### src/rtl/max_unpool_2.sv
`default_nettype none
// ============================================================================
// Module   : max_unpool_2
// Purpose  : 2x2 max-unpool stage for the backward/upsampling CNN path.
//            Accepts one pooled signed fixed-point word plus the 2-bit argmax
//            position of its window, then emits the four window elements one
//            per cycle: the pooled value at the argmax position, zero at the
//            other three.
// Ports    : clk, rst_n                  clock / asynchronous active-low reset
//            in_valid, in_ready          pooled-word handshake
//            in_value [W-1:0]            pooled value (signed fixed point)
//            in_idx   [1:0]              argmax position (0 = MSB slice)
//            out_valid, out_ready        element handshake
//            out_data [W-1:0]            window element value
//            out_pos  [1:0]              window position of out_data
//            out_last                    high on position 3
//            out_window [4W-1:0]         (MAX_UNPOOL_PACKED_EN) packed window
//            out_window_valid            (MAX_UNPOOL_PACKED_EN) one-cycle pulse
// Options  : `define MAX_UNPOOL_PACKED_EN adds the registered packed-window
//            outputs; the serial behaviour is the same either way.
// Revision : 1.0  initial release
// ============================================================================
module max_unpool_2 #(
  parameter  int INTEGER_BITS     = 9,
  parameter  int FIXED_POINT_BITS = 4,
  localparam int W                = INTEGER_BITS + FIXED_POINT_BITS
) (
  input  logic           clk,
  input  logic           rst_n,
  input  logic           in_valid,
  output logic           in_ready,
  input  logic [W-1:0]   in_value,
  input  logic [1:0]     in_idx,
  output logic           out_valid,
  input  logic           out_ready,
  output logic [W-1:0]   out_data,
  output logic [1:0]     out_pos,
  output logic           out_last
`ifdef MAX_UNPOOL_PACKED_EN
  ,
  output logic [4*W-1:0] out_window,
  output logic           out_window_valid
`endif
);

  typedef enum logic [0:0] {
    IDLE = 1'b0,
    EMIT = 1'b1
  } state_t;

  state_t       state, state_nxt;
  logic [1:0]   cnt, cnt_nxt;
  logic [W-1:0] value_q, value_nxt;
  logic [1:0]   idx_q, idx_nxt;

  logic         accept;
  logic         out_xfer;

  assign accept   = in_valid && in_ready;
  assign out_xfer = out_valid && out_ready;

  // State and window registers
  always_ff @(posedge clk or negedge rst_n) begin
    if (!rst_n) begin
      state   <= IDLE;
      cnt     <= 2'd0;
      value_q <= '0;
      idx_q   <= 2'd0;
    end else begin
      state   <= state_nxt;
      cnt     <= cnt_nxt;
      value_q <= value_nxt;
      idx_q   <= idx_nxt;
    end
  end

  // Next-state and output decode
  always_comb begin
    state_nxt = state;
    cnt_nxt   = cnt;
    value_nxt = value_q;
    idx_nxt   = idx_q;
    in_ready  = 1'b0;
    out_valid = 1'b0;
    out_data  = '0;
    out_pos   = 2'd0;
    out_last  = 1'b0;

    case (state)
      IDLE: begin
        in_ready = 1'b1;
        if (accept) begin
          value_nxt = in_value;
          idx_nxt   = in_idx;
          cnt_nxt   = 2'd0;
          state_nxt = EMIT;
        end
      end

      EMIT: begin
        out_valid = 1'b1;
        out_pos   = cnt;
        out_data  = (cnt == idx_q) ? value_q : '0;
        out_last  = (cnt == 2'd3);
        // The next word may only enter while the last element leaves, so the
        // window stream stays gap-free without a second buffer.
        in_ready  = (cnt == 2'd3) && out_ready;
        if (out_xfer) begin
          if (cnt != 2'd3) begin
            cnt_nxt = cnt + 2'd1;
          end else if (accept) begin
            value_nxt = in_value;
            idx_nxt   = in_idx;
            cnt_nxt   = 2'd0;
          end else begin
            cnt_nxt   = 2'd0;
            state_nxt = IDLE;
          end
        end
      end

      default: begin
        state_nxt = IDLE;
      end
    endcase
  end

`ifdef MAX_UNPOOL_PACKED_EN
  logic [4*W-1:0] window_nxt;

  // Element k sits at slice (3-k): element 0 occupies the MSBs.
  always_comb begin
    window_nxt = '0;
    for (int k = 0; k < 4; k++) begin
      if (in_idx == 2'(k)) begin
        window_nxt[(3-k)*W +: W] = in_value;
      end
    end
  end

  always_ff @(posedge clk or negedge rst_n) begin
    if (!rst_n) begin
      out_window       <= '0;
      out_window_valid <= 1'b0;
    end else begin
      out_window_valid <= accept;
      if (accept) begin
        out_window <= window_nxt;
      end
    end
  end
`endif

endmodule
`default_nettype wire

### config.mk
export PLATFORM = sky130hd
export DESIGN_NAME = max_unpool_2
export DESIGN_NICKNAME = d
export VERILOG_FILES = /design/src/rtl/max_unpool_2.sv
export SDC_FILE = /design/constraint.sdc
export NUM_CORES = 1
export LEC_CHECK = 0
export BUFFER_PORTS_ARGS = -buffer_cell sky130_fd_sc_hd__buf_2
export CAP_MARGIN = 25
export CORE_UTILIZATION = 55
export CTS_BUF_LIST = sky130_fd_sc_hd__clkbuf_4
export DETAILED_ROUTE_END_ITERATION = 8
export PLACE_DENSITY = 0.86
export SLEW_MARGIN = 20
export SYNTH_ARGS = -nofsm -noshare
export SYNTH_HDL_FRONTEND = slang
export SYNTH_SLANG_ARGS = --single-unit
### constraint.sdc
create_clock -name clk -period 3.1 [get_ports clk]
set_input_delay 0.155 -clock clk [delete_from_list [all_inputs] [get_ports clk]]
set_output_delay 0.155 -clock clk [all_outputs]
set_load 0.02 [all_outputs]
# Yosys cells after proc, flatten, opt, wreduce, memory -nomap -nowiden
# Index checks and enable logic that the tools add are counted.
# word_totals
ff_bits	18
input_bits	19
wordCells	39
# op_classes
addsub	1
eq_ne	6
mux	22
bitwise_logic	1
reduce_logical	5
# ops
operator	n
$mux W13	5
$pmux W13 S2	1
$mux W2	7
$pmux W2 S2	2
$ne A2 B2 Y1 const B	3
$mux W1	5
$pmux W1 S2	2
$reduce_and A2 Y1	2
$logic_and A1 B1 Y1	3
$add A2 B1 Y2 const B	1
$eq A2 B2 Y1	1
$eq A2 B2 Y1 const B	1
$ne A2 B1 Y1 const B	1
$not A1 Y1	1

# Logic depth before layout (Yosys ltp)
# depth
word_depth	8
ltp_mapped	5
ltp_nobuf	3

# Worst setup path after synthesis
# OpenSTA, ideal clock, no wires.
# synth_timing
kind	reg-to-output
start	reg state
end	out out_data[10]
arrival_ps	1404
t_required_ps	2945
path_slack_ps	1541
path_stages_with_launch	5
path_buffers	2
cell_sequence	dfrtp_1 buf_2 buf_2 nand2_1 nor3_1
# synth_between
elab_chain_cells	1
# synth_rtl
item	line_no	rtl
start: declaration	51	state_t state, state_nxt;
start signal: assignment	70	state <= state_nxt;
$mux W13	89	case (state)
end: declaration	36	output logic [W-1:0] out_data,
# Every way passes these cells.

# Worst setup path after layout
# layout_timing
start	reg state
end	out in_ready
# layout_between
elab_chain_cells	2
# layout_rtl
item	line_no	rtl
$not A1 Y1	--	
$pmux W1 S2 (*)	89	
end: declaration	31	output logic in_ready,
# Mark *: on every way between the ends. The rest lies on a longest branch, timed or not.

==> flow_results.org <==
** Floorplanning
- Starting density of the core :: roughly three fifths
- Total number of placement rows :: 15
- Measured along the x axis, the die boundary spans between 40 and 50 um.
- The die covers 2180 um2.
- Die height :: roughly 47 um
- Number of I/O pins :: 37
- Placeable Area :: 1800 um2

** Setup path
- Arrival time at the worst endpoint :: 2.18 ns
- Top fanout value on the critical path :: 23
- Critical path class :: reg2out
- Family with the most delay on the worst path :: compound AO/OA/AOI/OAI gates
- Data required, critical path :: 2.94 ns
- Counting both buffers and inverters, the worst setup path holds a total of 2.
- The startpoint identified for the worst register-to-register timing path is state.
- Endpoint type of the worst setup path :: output pin
- Cells along the critical path :: a21boi_2, inv_1, buf_2
- In this run the worst setup path begins at state.
- Worst Setup Start Kind :: register
- For this design, the slowest cell found on the critical path is a21boi_2.
- Critical Path Max Stage Delay :: roughly 0.84 ns

** Min path
- The startpoint identified for the worst hold timing path is in_value[3].
- Min-Delay Path Class :: in2reg

** Clock network
- Number of hold-repair buffers added at the cts stage :: 1
- Buffers added to address setup during post-CTS repair amount to 0.
- The tree is rooted in a clkbuf_4.
- Number of buffers created by CTS :: 3
- TritonCTS built the clock tree.
- Htree depth :: 1
- In this run the deepest clock path goes through 2 buffers.
- Clock Sink Count :: 18
- The clock reaches the later pin of the worst-skew pair after just under 0.3 ns.
- The number of gates resized after CTS was 0.
- After clock tree synthesis, the clock-pin slew on the worst setup and hold paths is about 0.1 ns.

** Drt
- Routed via count divided by cell count :: approximately 5.4
- Average routed wire per standard cell :: around 12 um
- Number of DRC markers after the initial detailed-route iteration :: 16
- Across all layers, the routed design uses between 900 and 1k vias.
- Detailed-route wire length :: 2090 um
- The first detailed-routing pass ran for 6 iterations.
- Remaining antenna violation count after routing :: 0
- After detailed routing, the number of remaining DRC violations is 0.

** Timing
- Post-route worst setup slack :: about 0.77 ns
- Measured against its own limit, the worst slew margin works out to a little under two fifths.
- Setup Total Neg Slack :: 0 ns
- Final Hold Slack :: between 0.1 and 0.15 ns
- Final Cycle Share :: between 70% and 80%
- RSZ-0062 raised after global routing :: no
- The clock arrives with approximately 0.005 ns of skew.
- Max Clock Freq :: roughly 0.43 GHz
- The final count of pins violating max slew is 0.
- Setup violations remaining at the end of the flow were counted as 0.
- For the pin with the worst max-slew slack, the measured transition is around 0.93 ns.
- Final Critical Period :: 2.33 ns
- The total count of hold-check failures in the final report was 0.

** Logic synthesis
- After synthesis, flip-flops and latches occupy slightly above 40% of the total area.
- Share of Yosys cell area claimed by the top area cell type :: about 41%
- The synthesized netlist contains 23 unique library cells.
- The cell area that synthesis handed to floorplanning was about 1100 um2.
- Of all cell types, the one taking the most synthesized area is dfrtp_1.
- Synthesis Warnings :: 0
- Counting every net in the synthesized netlist gives 136.
- Leading cell types by total area after synthesis :: dfrtp_1 41%, o32ai_2 15%, nand2_1 9.6%
- Synthesized instance count :: 116
- Averaged over all synthesized cells, the footprint is roughly 9.4 um2.
- The synthesized design contains 18 register bits.

** GRT
- The first global-routing pass estimated 3270 um of wire.
- Entering global routing, the biggest net connects 24 pins.
- GR Util met3 :: between 3 and 4%
- GR peak layer :: met2
- The number of global-route vias before repair came to just over 800.
- Grt met2 use :: between 30% and 40%
- Global routing finished with a remaining overflow of 0.
- In the global route stage, met1 resource usage came out at about a quarter.
- For this run, the total global-route usage over all layers was measured as a little over a fifth.
- The initial antenna violation count was 0.

** Layout
- The repair_antennas step left the layout with diodes totalling 0.
- From synthesis to final layout, the design area changed by 14.8%.
- Final design area excluding fillers :: roughly 1300 um2
- In the final layout, the share of cells above drive strength 1 is a little over a third.
- Number of nets at the end of the flow :: about 170
- Once layout is complete, the utilization of the core stands at a little over two thirds.
- Excluding fillers, the count of instances in the completed layout stands at roughly 170.

** Power and ir drop
- Combinational logic is responsible for 59.3% of the overall power.
- Leakage power :: 0.665 nW
- Total chip power :: 1.33 mW
- Sequential cell fraction of total power :: about 32%
- In this run the power spent charging and discharging nets is 0.618 mW.
- Net Sw Frac :: between 40% and 50%
- Per report_power, the clock group accounts for under 10% of the total.
- Pwr/cell area :: about 1100 nW/um2
- The internal power of the cells totals a little over 0.7 mW.
- Max IR drop VDD :: ~0.00084 V

** Place
- Prior to clock tree synthesis, the placed netlist has a worst setup slack of 1.13 ns.
- Area post-placement :: around 1200 um2
- Input and output buffers added on the ports amount to 36.
- Detailed placement ended at an HPWL of roughly 1400 um.
- Weighted congestion at the end of routability-driven global placement :: around 0.76
- Counting tap cells, the placed design contains a total of 167 instances.

** Run
- Max-cap violations in this run came to 0.

** Outcome
- The flow ran to the end, and the final reports show no timing, DRC or antenna violations.
==> placed cells by master (no fill, tap or decap), drive strengths merged <==
cell,Yosys,routed
a22o,1,1
o32ai,15,15
a21boi,1,1
xor2,2,2
clkbuf,1,3
and2,3,3
and3,1,1
or2,1,1
nor3,13,13
nor2,2,2
ha,1,1
nand2,28,28
mux2i,1,1
mux2,1,1
dlygate4sd3,0,1
inv,16,16
buf,9,36
a32o,1,1
and2b,1,1
dfrtp,18,18
==> final timing paths <==
check | endpoint | slack [ns] | cells past startpoint
max | in_ready | 0.77 | 3
min | value_q[3] | 0.11 | 3
max reg2reg | value_q[3] | 1.15 | 2
min reg2reg | value_q[4] | 0.55 | 2
max in group asynchronous | value_q[2] | 2.51 | 2
min in group asynchronous | value_q[4] | 0.31 | 2
==> tightest hold or removal path: cells and delay by family <==
kind	cells	cell delay, ns
AO/OA/AOI/OAI	1	0.07
buffers and inverters	1	0.07
AND/OR/NAND/NOR	1	0.05
==> registers in the layout, summed over array words and instances, names as in the netlist <==
register and flops:
idx_q 2, value_q 13, cnt 2, state 1
==> power groups by stage <==
stage | clock, mW | combinational [mW] | sequential, mW
floorplan | 0 | 0.651 | 0.409
global placement | 0 | 0.774 | 0.426
detailed placement | 0 | 0.796 | 0.433
CTS | 0.115 | 0.800 | 0.428
global route | 0.126 | 0.865 | 0.445
finish | 0.113 | 0.791 | 0.430
==> metal layers <==
metal	vias to the layer above	routed length (um)
met5	-	0
met4	0	17
met3	2	110
met2	34	1050
met1	424	908
li1	455	-
==> Yosys cell counts <==
master and n:
buf_6 2, and2_1 3, buf_12 1, inv_1 16, clkbuf_1 1, mux2_2 1
buf_2 4, mux2i_1 1, o32ai_1 5, dfrtp_1 18, nor3_1 13, nor2_1 2
or2_2 1, o32ai_2 10, and3_1 1, a32o_1 1, nand2_1 28, ha_1 1
a22o_1 1, and2b_1 1, buf_4 2, a21boi_2 1, xor2_1 2
==> kinds of logic after synthesis <==
family	count (synthesis)	share of synthesized area, %
muxes	2	1.94
and+or+nand+nor	49	19.7
xor gates and xnor gates	2	1.60
adders and majority gates	1	1.14
DFF	18	41.1
buffers and inverters	26	12.9
AOI/OAI and AO/OA	18	21.6
==> final cells by class <==
cell class / count / area [um2]
clock buffer: 3 / 22.5
tap: 25 / 31.3
multi-input combinational: 72 / 504
timing repair buffer: 37 / 190
fill: 148 / 543
sequential: 18 / 450
inverter: 16 / 60.1
Note: power is estimated with default switching activity, not from simulation.
